## src/rtl/user_switch_if.sv

```systemverilog
// Switch pins in, conditioned levels and edge pulses out.
interface user_switch_if;
  logic [3:0] iUserDipSw;
  logic [3:0] iUserPushSw;
  logic [3:0] oUserSlideSw;
  logic [3:0] oUserPushSw;
  logic [3:0] oPushPress;
  logic [3:0] oPushRelease;
  logic       oSwChange;

  modport slave (
    input  iUserDipSw,
    input  iUserPushSw,
    output oUserSlideSw,
    output oUserPushSw,
    output oPushPress,
    output oPushRelease,
    output oSwChange
  );

  modport master (
    output iUserDipSw,
    output iUserPushSw,
    input  oUserSlideSw,
    input  oUserPushSw,
    input  oPushPress,
    input  oPushRelease,
    input  oSwChange
  );
endinterface

```

## src/rtl/user_switch_conditioner.sv

```systemverilog
// DIP/push switch front end: 2-FF sync, polarity fix, tick-sampled debounce
// and registered press/release/change pulses.
module user_switch_conditioner #(
  parameter int pTickDiv       = 1000,
  parameter int pStableCnt     = 8,
  parameter bit pPushActiveLow = 1'b1,
  parameter bit pDipActiveLow  = 1'b0
) (
  input  logic          iSysClk,
  input  logic          iSysRst,
  user_switch_if.slave  sw
);

  localparam int PW = (pTickDiv > 2) ? $clog2(pTickDiv) : 1;
  localparam int CW = (pStableCnt > 1) ? $clog2(pStableCnt + 1) : 1;
  localparam logic [PW-1:0] TICK_LAST  = PW'(pTickDiv - 1);
  localparam logic [CW-1:0] STABLE_CNT = CW'(pStableCnt);
  // Bit set where the pin is active low; also the inactive pin level at reset.
  localparam logic [7:0]    INV_MASK   = {{4{pPushActiveLow}}, {4{pDipActiveLow}}};

  logic [7:0]         sync1_q, sync2_q;
  logic [7:0]         s_n;
  logic [PW-1:0]      presc_q, presc_d;
  logic               tick;
  logic [7:0][CW-1:0] cnt_q, cnt_d;
  logic [7:0]         stable_q, stable_d;
  logic [7:0]         prev_q;
  logic [3:0]         press_q, release_q;
  logic               change_q;
  logic [CW-1:0]      cnt_inc;

  assign s_n  = sync2_q ^ INV_MASK;
  assign tick = (presc_q == TICK_LAST);

  always_comb begin
    presc_d  = tick ? '0 : presc_q + 1'b1;
    stable_d = stable_q;
    cnt_d    = cnt_q;
    cnt_inc  = '0;
    for (int i = 0; i < 8; i++) begin
      cnt_inc = cnt_q[i] + 1'b1;
      if (s_n[i] == stable_q[i]) begin
        cnt_d[i] = '0;
      end else if (tick) begin
        if (cnt_inc == STABLE_CNT) begin
          stable_d[i] = s_n[i];
          cnt_d[i]    = '0;
        end else begin
          cnt_d[i] = cnt_inc;
        end
      end
    end
  end

  always_ff @(posedge iSysClk or negedge iSysRst) begin
    if (!iSysRst) begin
      sync1_q   <= INV_MASK;
      sync2_q   <= INV_MASK;
      presc_q   <= '0;
      cnt_q     <= '0;
      stable_q  <= '0;
      prev_q    <= '0;
      press_q   <= '0;
      release_q <= '0;
      change_q  <= 1'b0;
    end else begin
      sync1_q   <= {sw.iUserPushSw, sw.iUserDipSw};
      sync2_q   <= sync1_q;
      presc_q   <= presc_d;
      cnt_q     <= cnt_d;
      stable_q  <= stable_d;
      prev_q    <= stable_q;
      // Pulses trail the level update by one cycle.
      press_q   <= stable_q[7:4] & ~prev_q[7:4];
      release_q <= ~stable_q[7:4] & prev_q[7:4];
      change_q  <= |(stable_q ^ prev_q);
    end
  end

  assign sw.oUserSlideSw = stable_q[3:0];
  assign sw.oUserPushSw  = stable_q[7:4];
  assign sw.oPushPress   = press_q;
  assign sw.oPushRelease = release_q;
  assign sw.oSwChange    = change_q;

endmodule

```

## src/flat_wrapper.sv

```systemverilog
// flat-port wrapper written by rule: the top's interface ports become plain ports
module user_switch_conditioner_flat 
#(
  parameter int pTickDiv       = 1000,
  parameter int pStableCnt     = 8,
  parameter bit pPushActiveLow = 1'b1,
  parameter bit pDipActiveLow  = 1'b0
)
  (iSysClk, iSysRst, sw_iUserDipSw, sw_iUserPushSw, sw_oUserSlideSw, sw_oUserPushSw, sw_oPushPress, sw_oPushRelease, sw_oSwChange);
  user_switch_if sw_i ();
  input  logic iSysClk;
  input  logic iSysRst;
  input wire logic [$bits(sw_i.iUserDipSw)-1:0] sw_iUserDipSw;
  input wire logic [$bits(sw_i.iUserPushSw)-1:0] sw_iUserPushSw;
  output wire logic [$bits(sw_i.oUserSlideSw)-1:0] sw_oUserSlideSw;
  output wire logic [$bits(sw_i.oUserPushSw)-1:0] sw_oUserPushSw;
  output wire logic [$bits(sw_i.oPushPress)-1:0] sw_oPushPress;
  output wire logic [$bits(sw_i.oPushRelease)-1:0] sw_oPushRelease;
  output wire logic [$bits(sw_i.oSwChange)-1:0] sw_oSwChange;
  assign sw_i.iUserDipSw = sw_iUserDipSw;
  assign sw_i.iUserPushSw = sw_iUserPushSw;
  assign sw_oUserSlideSw = sw_i.oUserSlideSw;
  assign sw_oUserPushSw = sw_i.oUserPushSw;
  assign sw_oPushPress = sw_i.oPushPress;
  assign sw_oPushRelease = sw_i.oPushRelease;
  assign sw_oSwChange = sw_i.oSwChange;
  user_switch_conditioner #(.pTickDiv(pTickDiv), .pStableCnt(pStableCnt), .pPushActiveLow(pPushActiveLow), .pDipActiveLow(pDipActiveLow)) u_core (.iSysClk(iSysClk), .iSysRst(iSysRst), .sw(sw_i));
endmodule
```

## config.mk

```make
export PLATFORM = sky130hd
export DESIGN_NAME = user_switch_conditioner_flat
export DESIGN_NICKNAME = d
export VERILOG_FILES = /design/src/rtl/user_switch_if.sv /design/src/rtl/user_switch_conditioner.sv /design/src/flat_wrapper.sv
export SDC_FILE = /design/constraint.sdc
export NUM_CORES = 1
export LEC_CHECK = 0
export BUFFER_PORTS_ARGS = -buffer_cell sky130_fd_sc_hd__buf_4
export CORE_MARGIN = 2
export CORE_UTILIZATION = 30
export CTS_BUF_LIST = sky130_fd_sc_hd__clkbuf_8
export DETAILED_ROUTE_END_ITERATION = 8
export SYNTH_ARGS = -nofsm -noshare
export SYNTH_HDL_FRONTEND = slang
export SYNTH_SLANG_ARGS = --single-unit
```

## constraint.sdc

```tcl
create_clock -name iSysClk -period 4.2 [get_ports iSysClk]
set_input_delay 0.84 -clock iSysClk [delete_from_list [all_inputs] [get_ports iSysClk]]
set_output_delay 0.84 -clock iSysClk [all_outputs]
set_load 0.05 [all_outputs]
```

==> impl_results.md, run 1 <==
- Routed Antenna Nets: 0
- Drt wl/cell: roughly 13 um
- Nets: around 380
- Fin crit share: 0.678
- Synth unique cells: 33
- Fin util: 0.353
- Cell taking the most area after synthesis: dfrtp_1
- Status: finished clean
- RSZ-0062 raised after global routing: no
- Synth Area per Inst: 11.3 um^2
- Die ar.: 0.0131 mm^2
- Max clock buf depth: 2
- Max-cap violations: 0
- Iter 0 DRT Violations: 117
- Row count: 40
- Ports: 27
- Pwr Total: between 0.001 and 0.0015 W
- Initial antenna violation count: 0
- Vias per inst: roughly 4.7
- Placement Cell Area: ~0.004 mm^2
- Sequential share of the synthesized area: 0.569
- CTS tree: yes
- Pleak: ~1.8 nW
- Max Fclk: between 300 and 400 MHz
- Initial core utilization: 0.307
- Worst Max-Slew Pin Slew: around 1000 ps
- Clk sinks: a little over 80
- CP top delay family: simple AND/OR/NAND/NOR gates
- Storage cell area: 0.00209 mm^2
- Max H-tree Level: 3
- # DRC: 0
- TritonRoute pass-1 iters: 5
- Setup crit start kind: register
- Most frequent cell after synthesis: dfrtp_1
- Ant diodes: 0
- Relative slew slack: 0.305
- # hold bufs at CTS: 0
- Final min period: between 2000 and 3000 ps
- Final setup viols: 0
- Worst VDD drop: ~160 uV
- CP cell instances: ha_1 -> nand4b_1 -> nor3_2 -> buf_4 -> o221a_2 -> a211oi_1
- Area of the multi-input gates: 0.00145 mm^2
- Clock Tree Root: clkbuf_8
- Cells after Synth: approximately 330
- Pins Over Slew Limit: 0
- Vias in the first global route: roughly 2,400
- Largest net degree at the start of global routing: between 80 and 90
- Die Span Y: between 100 and 150 um
- Slowest CP cell: nor3_2
- GPL Wtd Cong: between 0.7 and 0.8
- Post-Syn Area: roughly 0.0037 mm^2
- CP Capture Type: register
- Post-layout instance area: 0.00422 mm^2
- WP data required: about 4400 ps
- Crit Path Class: reg -> reg
- PortBufs: 26
- Post-synth top area share: 0.512
- Clock latency on the worst-skew pair: roughly 360 ps
- Total congestion overflow: 0
- Vias: between 2,000 and 2,500
- First-pass GRT wire length: approximately 11 mm
- Area Overhead vs Synth: 15.0%
- FF+latch count, synth: just over 80
- Synth warn: 0
- Final hold vios: 0
- Share of layout cells above drive strength 1: 0.175
- Setup Fix Bufs, Post-CTS: 0
- Total core area: about 0.012 mm^2
- Clock skew: 11.7 ps
- Worst Path Buf+Inv: 1
- Fillers: about 1,200
- Commonest cells in the netlist: dfrtp_1, nand2_1, inv_1, xnor2_1, a21oi_1
- Power Density: roughly 340 mW/mm^2
- Die W: 115 um
- CTS Buf Count: 9
- Worst Hold Class: reg -> reg
- Placed wire-length estimate: 4.23 mm
- Clock slew at reported path FFs: about 90 ps
- Final WL: approximately 6.5 mm
- GR Util All Layers: 0.108
- WP data arrival: ~3100 ps
- Mapped Nets: 353
- PostCTS Resize Cnt: 0
- Number of synthesized flops with an enable pin: 0
- CP peak stage delay: around 910 ps
- Top FF cell, synth: dfrtp_1
- Setup TNS: 0 ps
- Crit Path Max Fanout: 22
- Synth top area cells: dfrtp_1, xnor2_1, ha_1, dfstp_2, nand2_1
- Async set-reset flop share out of synthesis: 1.00
report_power, final:
| group | internal (W) | switching [W] | leakage, nW |
|---|---|---|---|
| sequential | 0.000809 | 0.00000356 | 1.10 |
| clock | 0.000284 | 0.000312 | 0.105 |
| combinational | 0.00000733 | 0.0000204 | 0.643 |
path summary, 6_finish.rpt:
kind                       cells after the start              start  slack (ps)                 end
min reg2reg                                    0  u_core.sync1_q[3]         350   u_core.sync2_q[3]
max in group asynchronous                      1            iSysRst        2870  u_core.stable_q[2]
max reg2reg                                    6  u_core.presc_q[0]        1350    u_core.cnt_q[19]
max                                            6  u_core.presc_q[0]        1350    u_core.cnt_q[19]
min                                            0  u_core.sync1_q[3]         350   u_core.sync2_q[3]
min in group asynchronous                      1            iSysRst         650  u_core.stable_q[1]
cell usage in the layout, fill, tap and decap left out, drive strengths merged, types with 2 or more instances in the layout:
cell type / n
mux2: 5
dfrtp: 75
buf: 27
nand2: 40
dfstp: 8
and4b: 8
o221ai: 3
xnor2: 25
o221a: 5
ha: 17
a21oi: 24
nor4: 8
nor3b: 4
nor3: 2
nand3: 2
a311o: 2
inv: 30
a31oi: 6
a211oi: 5
xor2: 9
nor2: 18
mux2i: 4
clkbuf: 9
nand4: 12
layer usage:
metal / up-vias / track usage / share of wire / wire length, um
met1: 1162 / 0.137 / 0.47 / 3050
met2: 27 / 0.172 / 0.48 / 3140
li1: 1188 / - / - / -
met5: - / 0 / 0 / 0
met3: 6 / 0.0386 / 0.035 / 227
met4: 0 / 0.0390 / 0.0086 / 56
logic make-up (layout without fill, tap and decap cells):
logic type,count (synthesis),count (layout),share of synthesized area
AOI/OAI and AO/OA,49,49,0.0894
xor gates and xnor gates,34,34,0.0812
adders and majority gates,17,17,0.0580
buffers and inverters,35,68,0.0375
DFF,83,83,0.569
muxes,9,9,0.0263
and+or+nand+nor,99,99,0.139
stage by stage:
stage	hold slack [ps]	instances	worst slack [ps]
global route	359	506	1100
floorplan	331	326	2500
CTS	356	506	1330
global placement	333	490	1410
finish	354	506	1350
detailed placement	337	490	1330
worst register-to-register path: stages, from the launching register on:
cell and delay, ps:
dfrtp_1 390, ha_1 250, nand4b_1 470, nor3_2 910
buf_4 400, o221a_2 240, a211oi_1 40
area by class of cell:
cell class / instances / share of cell area
multi-input combinational: 208 / 0.343
sequential: 83 / 0.495
inverter: 25 / 0.0222
clock inverter: 7 / 0.0187
clock buffer: 9 / 0.0294
tap: 147 / 0.0436
timing repair buffer: 27 / 0.0480
sequential cells by signal (all words and copies together) (netlist names):
name	cells
u_core.sync1_q	8
u_core.sync2_q	8
u_core.prev_q	8
u_core.sw.oPushRelease	4
u_core.stable_q	8
u_core.presc_q	10
u_core.cnt_q	32
u_core.sw.oSwChange	1
u_core.sw.oPushPress	4
(Power assumes the default switching activity.)
==> run 2: changes to the inputs <==
--- a/config.mk
+++ b/config.mk
@@ -5,6 +5,7 @@
 export SDC_FILE = /design/constraint.sdc
 export NUM_CORES = 1
 export LEC_CHECK = 0
+export ABC_AREA = 1
 export BUFFER_PORTS_ARGS = -buffer_cell sky130_fd_sc_hd__buf_4
 export CORE_MARGIN = 2
 export CORE_UTILIZATION = 30
==> constraint.sdc (replaced) <==
create_clock -name iSysClk -period 2.5 [get_ports iSysClk]
set_input_delay 0.5 -clock iSysClk [delete_from_list [all_inputs] [get_ports iSysClk]]
set_output_delay 0.5 -clock iSysClk [all_outputs]
set_load 0.05 [all_outputs]
==> run 2 against run 1 <==
Against the previous run:
- power up 79%
- synthesized cell count up 26%
- design area up 4.4%
- sequential power up 69%
==> impl_results.md, run 2 <==
- Ant diodes: 0
- Die Span Y: about 120 um
- Min Hold Slack: 40.3 ps
- Clock latency on the worst-skew pair: 360 ps
- Synth warn: 0
- Storage cell area: 0.00209 mm^2
- Clock skew: 9.43 ps
- Post-Syn Area: about 0.0038 mm^2
- CTS tree: yes
- Vias per inst: roughly 4.5
- Mapped Nets: around 440
- Crit Path Max Fanout: 5
- Iter 0 DRT Violations: about 120
- Non-filler cells, final: just over 600
- WP depth: 1
- Nets: 470
- Cell taking the most area after synthesis: dfrtp_1
- Fin crit share: 0.659
- Worst Max-Slew Pin Slew: approximately 630 ps
- Vias: 2,773
- Die ar.: ~0.013 mm^2
- Area of the multi-input gates: approximately 0.0014 mm^2
- PostCTS Resize Cnt: 0
- Max clock buf depth: 2
- Pwr Total: about 0.0026 W
- Row count: 40
- Setup Fix Bufs, Post-CTS: 0
- WP data required: approximately 2000 ps
- Max-cap violations: 0
- Placed wire-length estimate: roughly 4.6 mm
- Share of layout cells above drive strength 1: 0.141
- Relative slew slack: 0.575
- GPL Wtd Cong: ~0.82
- DP Cell Count: 600
- Pins Over Slew Limit: 0
- Reg-to-reg startpoint: u_core.presc_q[0]
- Final setup viols: 0
- # hold bufs at CTS: 0
- Reg-to-reg slack, setup: slightly above 900 ps
- TritonRoute pass-1 iters: 4
- WP data arrival: approximately 1200 ps
- CTS Buf Count: 9
- Reg2reg end: u_core.cnt_q[20]
- Clock Tree Root: clkbuf_8
- Crit path from: u_core.stable_q[2]
- # DRC: 0
- Commonest cells after routing, fill and taps aside: nand2_1, dfrtp_1, nand3_1, nor2_1, inv_1
- Final hold vios: 0
- Pleak: around 2.3 nW
- Setup TNS: 0 ps
- Routed Antenna Nets: 0
- Number of synthesized flops with an enable pin: 0
- Clock slew at reported path FFs: 80 ps
- CP top delay family: flip-flops
- Biggest register: u_core.cnt_q
- Area Overhead vs Synth: 16.9%
- Crit path to: sw_oUserSlideSw[2]
- Power Density: 585 mW/mm^2
- Most common cell after layout, fill and taps aside: nand2_1
- Drt wl/cell: around 11 um
- Async set-reset flop share out of synthesis: 1.00
- Vias in the first global route: 2,693
- Max Fclk: a little over 600 MHz
- First-pass GRT wire length: ~12 mm
- Clk sinks: a little over 80
- Ports: 27
- Synth unique cells: 26
- Synth Area per Inst: ~9 um^2
- Max H-tree Level: 3
- Post-synth top area share: 0.498
- Synth top area cells: dfrtp_1, nand3_1, nand2_1, nor2_1, ha_1
- GR Util All Layers: 0.113
- Initial antenna violation count: 0
- Top FF cell, synth: dfrtp_1
- RSZ-0062 raised after global routing: no
- Crit Path Class: reg -> out
- Sequential share of the synthesized area: 0.554
- Final min period: 1650 ps
- Biggest regs: u_core.cnt_q x32, u_core.presc_q x10
- FF+latch count, synth: just over 80
- Commonest cells in the netlist: nand2_1, dfrtp_1, nand3_1
- Setup crit start kind: register
- CP Capture Type: output port
- Slowest CP cell: dfrtp_1
- Fillers: 1,234
- Worst Path Buf+Inv: 1
- Cells after Synth: around 400
- Final WL: about 6.7 mm
- Largest net degree at the start of global routing: 59
- Most frequent cell after synthesis: nand2_1
- R2R depth: 8
- CP cell instances: buf_4
- Status: finished clean
- Initial core utilization: 0.311
- Total congestion overflow: 0
- Max FFs per register: 32
- PortBufs: 26
- Worst VDD drop: approximately 450 uV
- Die W: approximately 120 um
- Total core area: 0.0121 mm^2
- Worst Hold Class: in -> async
- CP peak stage delay: roughly 530 ps
[run 2: layer usage]
| metal | vias up | global-route usage | routed length (um) |
|---|---|---|---|
| li1 | 1385 | - | - |
| met1 | 1320 | 0.138 | 3110 |
| met2 | 60 | 0.185 | 3160 |
| met3 | 8 | 0.0403 | 351 |
| met4 | 0 | 0.0413 | 97 |
| met5 | - | 0 | 0 |
[run 2: kinds of logic (layout without fill, tap and decap cells)]
logic type | after synthesis | count (layout) | synth area share
xor gates and xnor gates | 15 | 15 | 0.0349
DFF | 83 | 83 | 0.554
AOI/OAI and AO/OA | 11 | 11 | 0.0176
adders and majority gates | 17 | 17 | 0.0565
and+or+nand+nor | 227 | 227 | 0.274
buffers and inverters | 57 | 95 | 0.0628
[run 2: through the flow]
| step | instance area, um^2 | worst slack [ps] | util |
|---|---|---|---|
| 2_1_floorplan | 3770 | 1010 | - |
| 3_3_place_gp | 4160 | 954 | 0.344 |
| 3_5_place_dp | 4160 | 878 | 0.344 |
| 4_1_cts | 4400 | 838 | 0.364 |
| 5_1_grt | 4400 | 725 | 0.364 |
| 6_report | 4400 | 852 | 0.364 |
[run 2: final cells by class]
| cell class | instances | share of cell area |
|---|---|---|
| clock buffers | 10 | 0.0313 |
| clock inverters | 6 | 0.0239 |
| inverters | 49 | 0.0418 |
| multi-input cells | 270 | 0.328 |
| flip-flops and latches | 83 | 0.474 |
| well taps | 168 | 0.0477 |
| repair buffers | 30 | 0.0540 |
[run 2: worst min-delay path by stage]
stage | from | endpoint | slack (ps) | cells after the start
3_5_place_dp | u_core.sync1_q[1] | u_core.sync2_q[1] | 330 | 0
3_3_place_gp | u_core.sync1_q[0] | u_core.sync2_q[0] | 330 | 0
4_1_cts | iSysRst | u_core.sw.oPushPress[1] | 30 | 1
5_1_grt | iSysRst | u_core.sw.oPushPress[1] | 40 | 1
2_1_floorplan | iSysRst | u_core.cnt_q[0] | 200 | 0
6_report | iSysRst | u_core.sw.oPushPress[1] | 40 | 1
[run 2: power by group]
part	switching (W)	leakage (nW)	internal, W
sequential	0.00000655	1.10	0.00136
combinational	0.0000425	1.11	0.0000171
clock	0.000467	0.125	0.000684
total	0.000516	2.33	0.00206
